$ cat src/rtl/hamming_stream_decoder.sv
// Streaming Hamming decoder: valid/ready input, two-stage syndrome/correct
// pipeline, output FIFO with per-word status and saturating error counters.
module hamming_stream_decoder #(
  parameter int DATA_W     = 4,
  parameter int SECDED     = 0,
  parameter int FIFO_DEPTH = 4,
  parameter int CNT_W      = 8,
  localparam int P_MIN     = $clog2(DATA_W + 1),
  localparam int P         = ((1 << P_MIN) >= (DATA_W + P_MIN + 1)) ? P_MIN : P_MIN + 1,
  localparam int CW_W      = DATA_W + P + SECDED
) (
  input  logic              clock,
  input  logic              reset_n,
  input  logic              in_valid,
  output logic              in_ready,
  input  logic [CW_W-1:0]   in_cw,
  output logic              out_valid,
  input  logic              out_ready,
  output logic [DATA_W-1:0] out_data,
  output logic [1:0]        out_status,
  output logic [P:0]        out_errpos,
  input  logic              clr_cnt,
  output logic [CNT_W-1:0]  cnt_corr,
  output logic [CNT_W-1:0]  cnt_uncorr
);

  localparam int HAM_W = DATA_W + P;
  localparam int AW    = $clog2(FIFO_DEPTH);

  localparam logic [1:0] ST_CLEAN  = 2'b00;
  localparam logic [1:0] ST_CORR   = 2'b01;
  localparam logic [1:0] ST_UNCORR = 2'b10;

  // XOR of the 1-based positions of every set bit in the Hamming part.
  function automatic logic [P-1:0] calc_syn(input logic [CW_W-1:0] cw);
    logic [P-1:0] s;
    s = '0;
    for (int i = 0; i < HAM_W; i++) begin
      if (cw[i]) s = s ^ P'(i + 1);
    end
    return s;
  endfunction

  // Gather data bits from the non-power-of-2 positions, ascending.
  function automatic logic [DATA_W-1:0] extract_data(input logic [CW_W-1:0] cw);
    logic [DATA_W-1:0] d;
    int                k;
    d = '0;
    k = 0;
    for (int pos = 1; pos <= HAM_W; pos++) begin
      if ((pos & (pos - 1)) != 0) begin
        d[k] = cw[pos - 1];
        k    = k + 1;
      end
    end
    return d;
  endfunction

  // Counter increment that sticks at all-ones.
  function automatic logic [CNT_W-1:0] sat_inc(input logic [CNT_W-1:0] v);
    return (&v) ? v : v + CNT_W'(1);
  endfunction

  logic              rdy_q, rdy_d;
  logic              accept;
  logic              vld_p1_q, vld_p1_d;
  logic [P-1:0]      syn_p1_q, syn_p1_d;
  logic              op_p1_q, op_p1_d;
  logic [CW_W-1:0]   cw_p1_q, cw_p1_d;

  logic [CW_W-1:0]   fix_cw;
  logic [1:0]        fix_status;
  logic [P:0]        fix_errpos;
  logic [DATA_W-1:0] fix_data;
  int                flip_pos;

  logic [DATA_W-1:0] data_mem   [FIFO_DEPTH];
  logic [1:0]        status_mem [FIFO_DEPTH];
  logic [P:0]        errpos_mem [FIFO_DEPTH];
  logic [AW-1:0]     wr_ptr_q, wr_ptr_d;
  logic [AW-1:0]     rd_ptr_q, rd_ptr_d;
  logic [AW:0]       count_q, count_d;
  logic              push, pop;

  logic [CNT_W-1:0]  cnt_corr_q, cnt_corr_d;
  logic [CNT_W-1:0]  cnt_uncorr_q, cnt_uncorr_d;

  // Admission: the word in S1 is reserved a FIFO slot in advance, so a
  // pushed word always finds room without back-pressuring the pipeline.
  assign in_ready = rdy_q && ((int'(count_q) + int'(vld_p1_q)) < FIFO_DEPTH);
  assign accept   = in_valid && in_ready;
  assign out_valid = (count_q != '0);
  assign pop       = out_valid && out_ready;
  assign push      = vld_p1_q;

  // ---- Stage S1: syndrome and overall parity of the accepted word ----
  // Next-state for the S1 register.
  always_comb begin
    rdy_d    = 1'b1;
    vld_p1_d = accept;
    syn_p1_d = calc_syn(in_cw);
    op_p1_d  = ^in_cw;
    cw_p1_d  = in_cw;
  end

  // ---- Stage S2: correct, classify, push into the FIFO ----
  // Decide status and which bit (if any) to flip; uncorrectable words pass raw.
  always_comb begin
    fix_status = ST_CLEAN;
    fix_errpos = '0;
    flip_pos   = 0;
    if (SECDED != 0) begin
      if (op_p1_q) begin
        if (syn_p1_q == '0) begin
          // Only the overall-parity bit itself is wrong.
          flip_pos   = CW_W;
          fix_status = ST_CORR;
          fix_errpos = (P + 1)'(CW_W);
        end else if (int'(syn_p1_q) <= HAM_W) begin
          flip_pos   = int'(syn_p1_q);
          fix_status = ST_CORR;
          fix_errpos = {1'b0, syn_p1_q};
        end else begin
          // Odd parity but a syndrome pointing outside the word: cannot locate.
          fix_status = ST_UNCORR;
        end
      end else if (syn_p1_q != '0) begin
        fix_status = ST_UNCORR;
      end
    end else if (syn_p1_q != '0) begin
      if (int'(syn_p1_q) <= HAM_W) begin
        flip_pos   = int'(syn_p1_q);
        fix_status = ST_CORR;
        fix_errpos = {1'b0, syn_p1_q};
      end else begin
        fix_status = ST_UNCORR;
      end
    end
    fix_cw = cw_p1_q;
    for (int i = 0; i < CW_W; i++) begin
      if (flip_pos == i + 1) fix_cw[i] = ~cw_p1_q[i];
    end
    fix_data = extract_data(fix_cw);
  end

  // FIFO pointer/occupancy and error-counter next state; clear beats increment.
  always_comb begin
    wr_ptr_d = push ? wr_ptr_q + AW'(1) : wr_ptr_q;
    rd_ptr_d = pop  ? rd_ptr_q + AW'(1) : rd_ptr_q;
    count_d  = count_q;
    case ({push, pop})
      2'b10:   count_d = count_q + (AW + 1)'(1);
      2'b01:   count_d = count_q - (AW + 1)'(1);
      default: count_d = count_q;
    endcase
    cnt_corr_d   = cnt_corr_q;
    cnt_uncorr_d = cnt_uncorr_q;
    if (clr_cnt) begin
      cnt_corr_d   = '0;
      cnt_uncorr_d = '0;
    end else if (push) begin
      if (fix_status == ST_CORR)   cnt_corr_d   = sat_inc(cnt_corr_q);
      if (fix_status == ST_UNCORR) cnt_uncorr_d = sat_inc(cnt_uncorr_q);
    end
  end

  // Control state: valids, pointers, occupancy, counters, ready enable.
  always_ff @(posedge clock or negedge reset_n) begin
    if (!reset_n) begin
      rdy_q        <= 1'b0;
      vld_p1_q     <= 1'b0;
      wr_ptr_q     <= '0;
      rd_ptr_q     <= '0;
      count_q      <= '0;
      cnt_corr_q   <= '0;
      cnt_uncorr_q <= '0;
    end else begin
      rdy_q        <= rdy_d;
      vld_p1_q     <= vld_p1_d;
      wr_ptr_q     <= wr_ptr_d;
      rd_ptr_q     <= rd_ptr_d;
      count_q      <= count_d;
      cnt_corr_q   <= cnt_corr_d;
      cnt_uncorr_q <= cnt_uncorr_d;
    end
  end

  // Datapath registers: S1 payload and FIFO storage, qualified by the valids.
  always_ff @(posedge clock) begin
    syn_p1_q <= syn_p1_d;
    op_p1_q  <= op_p1_d;
    cw_p1_q  <= cw_p1_d;
    if (push) begin
      data_mem[wr_ptr_q]   <= fix_data;
      status_mem[wr_ptr_q] <= fix_status;
      errpos_mem[wr_ptr_q] <= fix_errpos;
    end
  end

  // Head of FIFO; forced to zero when empty so stale storage never shows.
  assign out_data   = out_valid ? data_mem[rd_ptr_q]   : '0;
  assign out_status = out_valid ? status_mem[rd_ptr_q] : '0;
  assign out_errpos = out_valid ? errpos_mem[rd_ptr_q] : '0;
  assign cnt_corr   = cnt_corr_q;
  assign cnt_uncorr = cnt_uncorr_q;

endmodule

$ cat config.mk
export PLATFORM = sky130hd
export DESIGN_NAME = hamming_stream_decoder
export DESIGN_NICKNAME = d
export VERILOG_FILES = /design/src/rtl/hamming_stream_decoder.sv
export SDC_FILE = /design/constraint.sdc
export NUM_CORES = 1
export LEC_CHECK = 0
export ABC_AREA = 1
export BUFFER_PORTS_ARGS = -buffer_cell sky130_fd_sc_hd__buf_2
export CORE_ASPECT_RATIO = 0.6
export CORE_MARGIN = 1.5
export CORE_UTILIZATION = 55
export CTS_CLUSTER_DIAMETER = 100
export DETAILED_ROUTE_END_ITERATION = 10
export PLACE_DENSITY = 0.89
export SLEW_MARGIN = 20
export SYNTH_ARGS = -nofsm -noshare
export SYNTH_HDL_FRONTEND = slang
export SYNTH_SLANG_ARGS = --single-unit
$ cat constraint.sdc
create_clock -name clock -period 1.95 [get_ports clock]
set_input_delay 0.2925 -clock clock [delete_from_list [all_inputs] [get_ports clock]]
set_output_delay 0.2925 -clock clock [all_outputs]
set_load 0.1 [all_outputs]
Word level (Yosys, flattened, before mapping)
Memories as Yosys holds them, arrays and structs flattened.
Index checks and enable logic that the tools add are counted.

storage, ports and cells
  bits in registers = 35
  RAM bits = 32
  word-level logic and storage cells = 81
  memories kept = 3

cells by class
  add/sub/neg operators = 7
  magnitude comparators = 1
  eq/ne operators = 10
  multiplexer cells = 28
  bitwise gates (word level) = 10
  reductions and logical operators = 13

memories
  memory      words  bits a word  read ports  clocked after memory_dff  wr ports  RTL line  RTL
  data_mem    4      4            1           0                         1         77        logic [DATA_W-1:0] data_mem [FIFO_DEPTH];
  errpos_mem  4      3            1           0                         1         79        logic [P:0] errpos_mem [FIFO_DEPTH];
  status_mem  4      1            1           0                         1         78        logic [1:0] status_mem [FIFO_DEPTH];

operators with widths
  operator                                            number
  == test 32 x 4 -> 1 bit, second input constant      3
  2-to-1 mux 8 bit                                    8
  == test 32 x 3 -> 1 bit, second input constant      1
  2-to-1 mux 3 bit                                    6
  adder 8 x 1 -> 8 bit, second input constant         2
  AND reduction 8 bit                                 2
  2-to-1 mux 1 bit                                    8
  2-to-1 mux 4 bit                                    2
  nonzero test 2 bit                                  4
  2-to-1 mux 2 bit                                    3
  inverter 2 bit                                      3
  case mux 3 bit (2 select lines)                     1
  AND reduction 3 bit                                 2
  nonzero test 3 bit                                  2
  adder 2 x 1 -> 2 bit, second input constant         2
  adder 3 x 1 -> 4 bit                                1
  < comparator 4 x 3 -> 1 bit, second input constant  1
  inequality test 2 bit, second input constant        2
  inverter 1 bit                                      4
  adder 3 x 1 -> 3 bit, second input constant         1
  logical AND 1 bit                                   3
  inverter 3 bit                                      1
  subtractor 3 x 1 -> 3 bit, second input constant    1
  == test 1 x 2 -> 1 bit, second input constant       1
  4 further kinds                                     5

Logic depth before layout (Yosys ltp)
Gate-level depths: netlist of the first run.

  depth after elaboration = 11
  depth in mapped cells = 10
  depth with buffers taken out = 10

Least setup slack after synthesis of the first run
Ideal clock, no wire load.

  path type = register to output
  start = register count_q[0]
  end = output port out_data[0]
  arrival = 3.033 ns
  slack = -1.376 ns
  cell stages (with the launch flop) = 5
  cell sequence = dfrtp_1 inv_1 nand3_1 inv_1 a21oi_1

between the ends
  word-level cells in the longest chain between the ends = 2

ends and longest elaborated chain
  item                    RTL line  RTL
  start, declared         82        logic [AW:0] count_q, count_d;
  start signal, assigned  182       count_q <= count_d;
  nonzero test 3 bit      92        assign out_valid = (count_q != '0);
  via out_valid           17        output logic out_valid,
  2-to-1 mux 4 bit        201       assign out_data = out_valid ? data_mem[rd_ptr_q] : '0;
  end, declared           19        output logic [DATA_W-1:0] out_data,

The timed path passes the listed nets, and every way through them passes these cells.

Worst setup path after layout of the first run
  start = register rd_ptr_q[0]
  end = output port out_data[3]

between the ends
  word-level cells in the longest chain between the ends = 2

ends and longest elaborated chain
  item                     RTL line  RTL
  start, declared          81        logic [AW-1:0] rd_ptr_q, rd_ptr_d;
  start signal, assigned   181       rd_ptr_q <= rd_ptr_d;
  memory read (4 x 4 bit)  -
  2-to-1 mux 4 bit         201

Every way passes these cells.

==> impl_metrics.toml, run 1 <==
[synthesis]
ys_types = 27
syn-cell-area_um2 = 2600
syn_inst = 258
postSynthAreaPerCell_um2 = 10.1
ys_ff_latch = 56
yosys_warnings = 0
ys_seq_area_frac = 0.586

[detailed_routing]
via_per_inst = 4.99
drtIter0Drc = 124
drc_errors = 0
drtPass1Iterations = 4
routedWlPerCell_um = 13.9
antenna_left = 0
vias = 1775
routed_wirelength_um = 4960

[run_status]
status = "finished clean"

[clocking]
clock_sinks = 56
numCtsBuffers = 5
cts_tree = "yes"
htree_levels = 2
path_clk_slew_ns = 0.09
cts_buffer_depth = 2
clk_latency_ns = 0.30
cts_root_buf = "clkbuf_8"

[finish]
layout.nets = 311
fill_cells = 330
antenna_cells = 0
drive_above_1_share = 0.222
finish.instance_area_um2 = 3140
syn2layout_area_growth_pct = 20.7

[sta]
setup_viol_count_final = 0
skew_ns = 0.00440
final-hold-violation-count = 0
setup_ws_ns = 0.0315
min_period_over_period = 0.984
fin_crit_ns = 1.92
maxSlewViolCount = 0
rsz0062_at_grt = "true"
fmax_ghz = 0.521

[worst_setup_path]
critical_path.top_delay_family = "flip-flops"
critPathSlowestCell = "dfrtp_2"
max_stage_delay_ns = 0.43
path_cells = "buf_4 -> nor2_1 -> nor2_1 -> o21ai_0 -> a21oi_4 -> buf_12"
critPathMaxFanout = 8
worst_setup_path_start_kind = "flip-flop"
crit_path_end_kind = "primary output"
arrival_ns = 1.63
cp.required_ns = 1.66
crit_top_cell = "nor2_1"
critPathBufInv = 2
worstSetupPathType = "flip-flop to primary output"

[global_route]
gr-total-overflow = 0
antenna_found_initial = 0
grt_use_total = 0.203
grt_start_max_net_pins = 18
grt_pass1_wl_um = 7700
grt_pass1_vias = 1598

[pwr]
p_total_mw = 5.48
vdd_ir_drop_max_mv = 0.959
p_per_area_nw_per_um2 = 1740
p_leak_nw = 1.33

[placed_design]
dpl_cell_area_um2 = 2990
gp_congestion = 0.830
io_buffers = 29
pre_cts_ws_ns = 0.139
dpl.hpwl_um = 3390

[floorplanning]
fp.dieH_um = 56.3
die-area_um2 = 5170
dieWidth_um = 91.8
ios = 40
rows = 19
start_util = 0.571
core_area_um2 = 4560

[min_path]
hold_path_class = "primary input to flip-flop"

[flow_run]
maxCapViolations = 0
[path summary, 6_finish.rpt]
path / start / to / slack [ns] / depth (start not counted)
min in group asynchronous: reset_n / cnt_corr[7] / 0.44 / 2
worst min-delay path: in_cw[5] / cw_p1_q[5] / 0.14 / 1
worst max-delay path: rd_ptr_q[0] / out_data[3] / 0.03 / 6
max in group asynchronous: reset_n / cnt_corr[0] / 1.20 / 2
worst max register to register: count_q[0] / count_q[2] / 0.13 / 10
worst min register to register: count_q[1] / count_q[1] / 0.52 / 2
[kinds of logic (layout without fill, tap and decap cells)]
| family | after synthesis | after routing | synth area share |
|---|---|---|---|
| flops | 56 | 56 | 0.586 |
| simple gates | 94 | 94 | 0.158 |
| compound gates | 36 | 36 | 0.0720 |
| fa+ha+maj | 7 | 7 | 0.0365 |
| buf+inv | 45 | 71 | 0.0840 |
| xor+xnor | 18 | 18 | 0.0605 |
| other cells | 2 | 11 | 0.00288 |
[state kept, by name, summed over array words and instances (netlist names)]
name,count
cnt_corr,8
count_q,3
cw_p1_q,4
data_mem,16
errpos_mem,12
push,1
rd_ptr_q,2
rdy_q,1
status_mem,4
syn_p1_q,3
wr_ptr_q,2
[cells in the mapped netlist (all sizes together)]
master / count / share of area
a21oi: 13 / 0.025
buf: 15 / 0.041
clkbuf: 4 / 0.0058
conb: 2 / 0.0029
dfrtp: 17 / 0.16
dfxtp: 7 / 0.054
edfxtp: 32 / 0.37
fa: 1 / 0.0077
ha: 6 / 0.029
inv: 26 / 0.037
nand2: 31 / 0.047
nand3: 17 / 0.037
nand3b: 3 / 0.0086
nand4: 1 / 0.0024
nor2: 41 / 0.062
nor3: 1 / 0.0019
o21ai: 23 / 0.047
xnor2: 11 / 0.037
xor2: 7 / 0.024
[per-layer routing]
metal,share of wire,global-route usage,vias up
li1,-,-,882
met1,0.48,0.287,840
met2,0.46,0.308,47
met3,0.048,0.0461,6
met4,0.015,0.0791,0
met5,0,0,-
[layout make-up]
class | count | area (um2) | share of cell area
Inverter | 26 | 101 | 0.0322
Clock buffer | 8 | 90.1 | 0.0287
Tap cell | 63 | 78.8 | 0.0251
Timing Repair Buffer | 37 | 347 | 0.110
Sequential cell | 56 | 1530 | 0.487
Multi-Input combinational cell | 166 | 996 | 0.317
[cell usage in the layout (no fill, tap or decap)]
cell type and instances:
nand4_1 1, inv_2 3, a21oi_1 5, nand3_4 1
fa_1 1, dfxtp_1 7, dfrtp_1 14, edfxtp_1 32
ha_1 6, nand3_1 14, nor2_1 40, inv_1 22
clkinvlp_4 1, nand2_1 29, o21ai_1 1, buf_12 9
nor2_4 1, dfrtp_2 3, buf_6 1, nand2_2 2
clkbuf_4 1, a21oi_4 8, o21ai_2 2, dlygate4sd3_1 1
buf_4 5, xor2_1 7, nand3b_1 3, clkbuf_1 2
conb_1 11, nor3_1 1, o21ai_0 20, xnor2_1 11
nand3_2 2, buf_2 20, clkbuf_8 6
[metrics by stage]
| step | instances | util | hold WS (ns) | setup TNS [ns] |
|---|---|---|---|---|
| 2_1_floorplan | 267 | - | -0.00309 | -0.790 |
| 3_3_place_gp | 343 | 0.656 | 0.250 | 0 |
| 3_5_place_dp | 343 | 0.656 | 0.248 | 0 |
| 4_1_cts | 353 | 0.683 | 0.134 | 0 |
| 5_1_grt | 356 | 0.689 | 0.124 | -0.0145 |
| 6_report | 356 | 0.689 | 0.138 | 0 |
[timing repair]
item,in CTS,in global routing
hold buffers,1,0
resized for setup,1,5
endpoints found under the setup margin,8,10
cloned,0,1
setup buffers,1,2
hold endpoints to repair,17,0
[worst reg2reg max path, delay by kind of cell, from the launching register on]
family | cells | cell delay, ns
AO/OA/AOI/OAI | 2 | 0.25
XOR/XNOR | 1 | 0.15
adder cells (fa/ha/maj) | 2 | 0.52
buffers and inverters | 3 | 0.22
flip-flops | 1 | 0.38
AND/OR/NAND/NOR | 2 | 0.18
[power by group]
part	leakage, nW	total (mW)	switching [mW]	internal (mW)
clock	0.0455	0.633	0.342	0.290
combinational	0.722	3.28	2.21	1.07
sequential	0.562	1.56	0.116	1.45
No activity file was read; power rests on OpenSTA's default activity.
==> run 2: changes to the inputs <==
Settings changed: ABC_AREA 1 to 0.
==> impl_metrics.toml, run 2 <==
[run_status]
status = "finished with violations"
violations = "setup timing"

[floorplanning]
dieWidth_um = 89.9
rows = 18
start_util = 0.588
core_area_um2 = 4230
ios = 40
fp.dieH_um = 55.1
die-area_um2 = 4950

[synthesis]
synth-simple-area-share = 0.0905
synth-edff-count = 32
synth.most_common_cell = "edfxtp_1"
yosys_warnings = 0
synth_top_family_by_area = "simple AND/OR/NAND/NOR gates"
syn_inst = 176
synthArstFlopShare = 0.304
ys_seq_area_frac = 0.613
ys_ff_latch = 56
syn-cell-area_um2 = 2490
postSynthAreaPerCell_um2 = 14.1
ys_types = 33
synth-xor-area-share = 0.0668
synth-compound-area-share = 0.0452
synth_top_area_frac = 0.386
synthAdderAreaFrac = 0.0382
synthFlopType = "edfxtp_1"
synthTopCellsByCount = "32 x edfxtp_1, 17 x dfrtp_1, 14 x and2_1"
synth_area_leader_cell = "edfxtp_1"
synthTopCellsByArea = "edfxtp_1 39%, dfrtp_1 17%, mux4_2 7.2%"
synth.area.mux_share = 0.0804

[worst_setup_path]
critical_path.top_delay_family = "multiplexers"
max_stage_delay_ns = 0.52
reg2reg_from = "count_q[1]"
crit_cells = 4
crit_path_end_kind = "primary output"
arrival_ns = 1.72
ff2ff_setup_slack_ns = 0.10
cp.required_ns = 1.66
worst_r2r_path_depth = 8
worstSetupPathType = "flip-flop to primary output"
critPathMaxFanout = 5
critPathBufInv = 2
worst_setup_path_start_kind = "flip-flop"
r2r_end = "count_q[2]"
path_cells = "buf_6 -> mux4_2 -> and2_4 -> buf_12"
critPathSlowestCell = "mux4_2"

[clocking]
path_clk_slew_ns = 0.09
cts_buffer_depth = 2
numCtsBuffers = 5
cts_root_buf = "clkbuf_8"
clk_latency_ns = 0.31
cts_tree = "yes"
htree_levels = 2
clock_sinks = 56

[finish]
post-route-util = 0.695
top_register = "data_mem"
drive_above_1_share = 0.352
layout.nets = 228
final_cell_mix = "32 x edfxtp_1, 20 x buf_2, 11 x xnor2_1, 11 x conb_1, 11 x dfrtp_1"
largest_register_ffs = 16
syn2layout_area_growth_pct = 18.1
antenna_cells = 0
fill_cells = 304
layout_commonest_cell = "edfxtp_1"

[flow_run]
maxCapViolations = 0

[pwr]
vdd_ir_drop_max_mv = 0.796
p_leak_nw = 1.15
p_per_area_nw_per_um2 = 1630
p_total_mw = 4.79

[global_route]
antenna_found_initial = 0
grt_start_max_net_pins = 18
grt_pass1_wl_um = 6290
grt_pass1_vias = 1233
grt_use_total = 0.179
gr-total-overflow = 0

[sta]
min_period_over_period = 1.03
setup_ws_ns = -0.0661
tns_ns = -0.262
maxSlewViolCount = 0
fmax_ghz = 0.496
skew_ns = 0.0124
final-hold-violation-count = 0
rsz0062_at_grt = "true"
fin_crit_ns = 2.02
setup_viol_count_final = 8

[detailed_routing]
antenna_left = 0
drtPass1Iterations = 4
drc_errors = 0
drtIter0Drc = 66
vias = 1384
routedWlPerCell_um = 14.8
via_per_inst = 5.13
routed_wirelength_um = 4000

[placed_design]
gp_congestion = 0.750
io_buffers = 29
pre_cts_ws_ns = 0.112
dpl.hpwl_um = 2850

[min_path]
min_to = "cw_p1_q[5]"
hold_path_class = "primary input to flip-flop"
worstHoldPathCells = 1
min-delay-start = "in_cw[5]"
==> run 2: changes by cell type in the layout (fill, tap and decap cells not counted), sizes merged, moves of 4 or more <==
| cell | before | now |
|---|---|---|
| nor2 | 41 | 4 |
| nand2 | 31 | 5 |
| o21ai | 23 | 4 |
| inv | 25 | 8 |
| and2 | 0 | 14 |
| nand3 | 17 | 5 |
| mux4 | 0 | 8 |
| a21oi | 13 | 6 |
| or3 | 0 | 5 |
| o31ai | 0 | 4 |
==> run 2: stage by stage <==
step | hold WS, ns | cells | area [um2]
floorplan | -0.00309 | 185 | 2590
global placement | 0.238 | 260 | 2700
detailed placement | 0.237 | 260 | 2700
CTS | 0.112 | 270 | 2940
global route | 0.100 | 270 | 2940
finish | 0.116 | 270 | 2940
==> run 2: cell families after synthesis <==
| family | Yosys count |
|---|---|
| multiplexers | 10 |
| AND/OR/NAND/NOR | 39 |
| XOR/XNOR | 19 |
| flip-flops | 56 |
| buffers and inverters | 27 |
| adder cells (fa/ha/maj) | 7 |
| AO/OA/AOI/OAI | 16 |
| other | 2 |
==> run 2: power breakdown <==
part	internal (mW)	switching, mW	total, mW
Clock	0.243	0.351	0.595
Sequential	1.44	0.169	1.61
Combinational	1.01	1.58	2.59
Total	2.69	2.10	4.79
==> run 2: worst reg2reg max path, cell delays in order (launching register included) <==
cell,delay [ns]
dfrtp_1,0.43
or3_4,0.38
and2_4,0.17
ha_4,0.16
inv_2,0.05
fa_2,0.19
xor2_1,0.14
nor2_1,0.08
xor2_1,0.14
==> run 2: worst max-delay path by stage <==
stage | start | end | slack [ns]
finish | rd_ptr_q[0] | out_errpos[2] | -0.07
global route | rd_ptr_q[0] | out_errpos[2] | -0.13
CTS | rd_ptr_q[0] | out_errpos[2] | -0.03
detailed placement | count_q[1] | count_q[2] | 0.11
global placement | count_q[1] | count_q[2] | 0.17
floorplan | count_q[0] | count_q[2] | -0.07
==> run 2: per-layer routing <==
layer  GRT usage  up-vias  wire, um
li1            -      662         -
met2       0.266       42      1730
met3      0.0505        7       211
met5           0        -         0
met4      0.0714        0        57
met1       0.254      673      2000
==> run 2: what timing repair did <==
item	in CTS	in global routing
pin swaps	5	2
resized for setup	39	1
buffers inserted	1	0
hold buffers	1	0
endpoints found under the setup margin	8	9
endpoints found under the hold margin	17	0
==> run 2: area by class of cell <==
class                      count  area (um2)  share of cell area
sequential                    56        1530               0.521
timing repair buffer          36         322               0.109
tap                           60        75.1              0.0255
inverter                       8        30.0              0.0102
multi-input combinational    102         898               0.305
clock buffer                   5        68.8              0.0234
clock inverter                 3        13.8             0.00468
